[src/rtl/feature_streamer.sv]
// ============================================================================
// feature_streamer: streams N_INPUTS words from a synchronous RAM to a
// consumer, one word per 3 cycles, with hold_i backpressure.
// Revision: 1.0
// ============================================================================
`default_nettype none

module feature_streamer #(
  parameter int          ADDR_WIDTH = 16,
  parameter int unsigned BASE_ADDR  = 0,
  parameter int          DATA_WIDTH = 32,
  parameter int          N_INPUTS   = 784
) (
  input  logic                  clock_i,
  input  logic                  reset_i,
  input  logic                  start_i,
  input  logic                  hold_i,
  input  logic [DATA_WIDTH-1:0] ram_data_i,
  output logic [ADDR_WIDTH-1:0] ram_rdaddress_o,
  output logic [DATA_WIDTH-1:0] data_o,
  output logic                  data_valid_o,
  output logic                  busy_o,
  output logic                  done_o
);

  localparam int                    CW     = $clog2(N_INPUTS + 1);
  localparam logic [ADDR_WIDTH-1:0] c_BASE = ADDR_WIDTH'(BASE_ADDR);
  localparam logic [CW-1:0]         c_LAST = CW'(N_INPUTS - 1);

  typedef enum logic [2:0] {
    S_IDLE    = 3'd0,
    S_FETCH   = 3'd1,
    S_LATCH   = 3'd2,
    S_PRESENT = 3'd3,
    S_DONE    = 3'd4
  } state_t;

  state_t                r_state, w_state_n;
  logic [CW-1:0]         r_count, w_count_n;
  logic [ADDR_WIDTH-1:0] r_addr,  w_addr_n;
  logic [DATA_WIDTH-1:0] r_data,  w_data_n;
  logic                  r_valid, w_valid_n;
  logic                  r_busy,  w_busy_n;
  logic                  r_done,  w_done_n;

  always_ff @(posedge clock_i) begin
    if (reset_i) begin
      r_state <= S_IDLE;
      r_count <= '0;
      r_addr  <= c_BASE;
      r_data  <= '0;
      r_valid <= 1'b0;
      r_busy  <= 1'b0;
      r_done  <= 1'b0;
    end else begin
      r_state <= w_state_n;
      r_count <= w_count_n;
      r_addr  <= w_addr_n;
      r_data  <= w_data_n;
      r_valid <= w_valid_n;
      r_busy  <= w_busy_n;
      r_done  <= w_done_n;
    end
  end

  // Outputs are registered from their next values, so the DONE-state
  // outputs (done pulse, busy low, address rewound) appear while in DONE.
  always_comb begin
    w_state_n = r_state;
    w_count_n = r_count;
    w_addr_n  = r_addr;
    w_data_n  = r_data;
    w_valid_n = r_valid;
    w_busy_n  = r_busy;
    w_done_n  = 1'b0;
    case (r_state)
      S_FETCH: begin
        w_state_n = S_LATCH;
      end
      S_LATCH: begin
        w_data_n  = ram_data_i;
        w_valid_n = 1'b1;
        w_state_n = S_PRESENT;
      end
      S_PRESENT: begin
        if (r_valid && !hold_i) begin
          w_valid_n = 1'b0;
          if (r_count == c_LAST) begin
            w_count_n = '0;
            w_addr_n  = c_BASE;
            w_busy_n  = 1'b0;
            w_done_n  = 1'b1;
            w_state_n = S_DONE;
          end else begin
            w_count_n = r_count + 1'b1;
            w_addr_n  = r_addr + 1'b1;
            w_state_n = S_FETCH;
          end
        end
      end
      S_DONE: begin
        w_state_n = S_IDLE;
      end
      default: begin
        // IDLE, and any illegal encoding behaves as IDLE
        w_state_n = S_IDLE;
        if (start_i) begin
          w_count_n = '0;
          w_addr_n  = c_BASE;
          w_busy_n  = 1'b1;
          w_state_n = S_FETCH;
        end
      end
    endcase
  end

  assign ram_rdaddress_o = r_addr;
  assign data_o          = r_data;
  assign data_valid_o    = r_valid;
  assign busy_o          = r_busy;
  assign done_o          = r_done;

endmodule

`default_nettype wire

[config.mk]
export PLATFORM = sky130hd
export DESIGN_NAME = feature_streamer
export DESIGN_NICKNAME = d
export VERILOG_FILES = /design/src/rtl/feature_streamer.sv
export SDC_FILE = /design/constraint.sdc
export NUM_CORES = 1
export LEC_CHECK = 0
export ABC_AREA = 1
export BUFFER_PORTS_ARGS = -buffer_cell sky130_fd_sc_hd__buf_4
export CAP_MARGIN = 20
export CORE_MARGIN = 3
export CORE_UTILIZATION = 46
export DETAILED_ROUTE_END_ITERATION = 8
export GPL_ROUTABILITY_DRIVEN = 0
export HOLD_SLACK_MARGIN = 0.03
export MAX_ROUTING_LAYER = met4
export PLACE_DENSITY = 0.75
export SLEW_MARGIN = 20
export SYNTH_ARGS = -nofsm -noshare
export SYNTH_HDL_FRONTEND = slang
export SYNTH_SLANG_ARGS = --single-unit
[constraint.sdc]
create_clock -name clock_i -period 1.5 [get_ports clock_i]
set_input_delay 0.3 -clock clock_i [delete_from_list [all_inputs] [get_ports clock_i]]
set_output_delay 0.3 -clock clock_i [all_outputs]
set_load 0.01 [all_outputs]
==> results by group <==
Status
  • Status: finished clean

Worst setup path
  • Crit path top cell by count: nor2_1
  • CP max-delay cell: dfxtp_2
  • Cells along the critical path: ha_4 -> nand3_2 -> inv_2 -> nand4_1 -> nand2_2 -> buf_4 -> nor2_1 -> buf_4 -> nor2_1 -> nor2_1
  • Slowest stage delay, CP: 0.36 ns
  • Bufs and invs on worst path: 3
  • Critical path arrival: 1.67 ns
  • Worst Path Required: 1.73 ns
  • Path type of the worst setup path: reg -> reg
  • CP delay by family, top: simple AND/OR/NAND/NOR gates
  • Crit-path max FO: 4
  • Crit. End Element: flop
  • Critical Path Start Type: flop

STA
  • Sum of negative setup slack: 0 ns
  • Fin. Hold Viols: 0
  • Clock skew after layout: 0.00777 ns
  • Unrepaired setup endpoints after global routing: true
  • Pins Over Slew Limit: 0
  • Rel. slew slack: 78.8%
  • Final Cycle Share: 96.1%
  • Post-layout min period: 1.44 ns
  • Worst Tran Pin Value: 0.318 ns
  • Worst Slack Setup Final: 0.0592 ns
  • Fmax: 694 MHz
  • Final Setup Violations: 0
  • Final hold slack: 0.236 ns

Detailed routing
  • Drt pass-1 iters: 5
  • Initial DRC count: 195
  • WL met3: 594 um
  • Vias/cell: 5.14
  • Vias: 3159
  • Total Wirelength: 7980 um
  • Highest metal used: met4
  • # DRC: 0
  • Total length of routed met2 wires: 3900 um
  • Routed wire per std cell: 13.0 um
  • WL met1: 3390 um
  • Antenna viol nets, final: 0

Logic synthesis
  • Synth cell types: 27
  • Most common flop cell mapped by yosys: dfxtp_1
  • Synth warn: 0
  • Sequential element share of the synthesized area: 44.5%
  • Syn Inst Count: 415
  • Post-synth ARST share: 0%
  • Synthesis-stage register bit count: 64
  • Top-area cell type share of the netlist area: 44.5%
  • Post-synth EDFFs: 0
  • Synth area leaders: dfxtp_1 (44%), nand2_1 (14%), nand3_1 (11%), a21oi_1 (7.5%), nor2_1 (6.4%)
  • Mean post-synth cell area: 6.94 um^2
  • Post-Syn Nets: 453
  • Mapped cell area: 2880 um^2
  • Leading area contributor after synthesis: dfxtp_1

Power
  • Power Density: 1010 nW/um^2
  • Design Power: 4.19 mW
  • Leakage: 1.82 nW
  • Peak supply drop: 0.704 mV

Finish
  • Fillers: 511
  • Seq. cell area: 1290 um^2
  • Area of the multi-input gates: 1500 um^2
  • Post-route insts no fill: 615
  • Antenna diodes: 0
  • Final net count: 573
  • Fraction of layout cells with a size suffix above 1: 33.5%
  • Commonest non-fill, non-tap cell in the layout: buf_4
  • Most frequent cells in the layout: buf_4 (121), nand2_1 (104), dfxtp_1 (58), nand3_1 (56), nor2_1 (45)
  • Area grow syn2layout: 44.2%

Place
  • DP HPWL: 5710 um
  • Dpl cells: 593
  • Pre-CTS setup slack: -0.0996 ns
  • Port Buffers: 86

Clock network
  • Num CTS Buffers: 9
  • H-tree Lvls: 3
  • Sink Count: 64
  • Worst skew pair latency: 0.33 ns
  • Clk buf depth: 2
  • Clock root cell: clkbuf_8
  • Worst-path clk slew: 0.07 ns
  • CTS tree: yes

Global routing
  • Gr usage total: 23.0%
  • Largest net degree at the start of global routing: 34
  • Initial antenna violation count: 0
  • Vias in the first global route: 2955
  • First-pass GRT wire length: 13200 um
  • Total gr overflow: 0

Die
  • Initial Utilization: 48.1%
  • Ports: 87
  • Die height: 85.1 um
  • Die area: 7250 um^2
  • Core footprint: 5990 um^2
  • Floorplan row count: 28
  • Die Width: 85.1 um

Hold path
  • Worst hold path type: in -> reg

Run
  • Max Cap Viol: 0
logic make-up after synthesis:
family / count (synthesis) / synth area share, %
and+or+nand+nor: 243 / 36.9
DFF: 64 / 44.5
AOI/OAI and AO/OA: 53 / 9.94
buffers and inverters: 51 / 7.21
xor gates and xnor gates: 2 / 0.608
adders and majority gates: 2 / 0.868
final cells by class:
type / instances / share of cell area [%]
inverters: 34 / 3.07
clock inverters: 3 / 0.422
repair buffers: 126 / 23.5
well taps: 75 / 2.26
clock buffers: 13 / 3.58
flip-flops and latches: 64 / 31.1
multi-input cells: 300 / 36.1
stage by stage:
step                instance area [um^2]  utilization, %
CTS                                 4000            66.8
global placement                    3810            63.6
finish                              4150            69.3
detailed placement                  3810            63.6
floorplan                           2880               -
global route                        4150            69.3
power by group:
| part | switching (mW) | total, mW | internal [mW] |
|---|---|---|---|
| registers | 0.0682 | 1.88 | 1.81 |
| clock network | 0.642 | 1.28 | 0.641 |
| logic | 0.570 | 1.03 | 0.456 |
| total | 1.28 | 4.19 | 2.91 |
synthesized netlist by cell type (2+ instances only):
master / instances
o21bai_2: 2
o21bai_1: 2
inv_1: 31
buf_6: 2
nor2_2: 2
nor2_1: 49
a21oi_1: 43
nand2_2: 2
inv_2: 3
clkbuf_1: 13
ha_1: 2
nand2_1: 110
dfxtp_1: 64
nand3_1: 61
nor3_1: 6
nand4_1: 6
xor2_1: 2
o21ai_0: 5
nor4_1: 2
registers in the layout (all words and copies together), names as in the netlist:
name / count
ram_rdaddress_o: 16
busy_o: 1
done_o: 1
r_count: 10
r_state: 3
data_o: 32
data_valid_o: 1
worst register-to-register path: cells and delay by family, from the launching register on:
family	cells	cell delay, ns
flops	1	0.36
simple gates	6	0.49
buf+inv	3	0.33
fa+ha+maj	1	0.14
per-layer routing:
metal / up-vias / global-route usage [%]
li1: 1586 / -
met5: - / -
met2: 105 / 35.1
met4: 0 / 9.50
met1: 1458 / 28.9
met3: 10 / 5.92
final timing paths:
path,startpoint,to,cells after the start,slack (ns)
max,r_count[0],r_count[0],10,0.06
min reg2reg,busy_o,busy_o,2,0.46
min,ram_data_i[14],data_o[14],3,0.24
max reg2reg,r_count[0],r_count[0],10,0.06
what timing repair did:
item,in CTS,in global routing
pin swaps,0,8
resized for setup,9,31
setup endpoints to repair,17,27
buffers inserted,0,6
hold buffers,0,0
No activity file was read; power rests on OpenSTA's default activity.
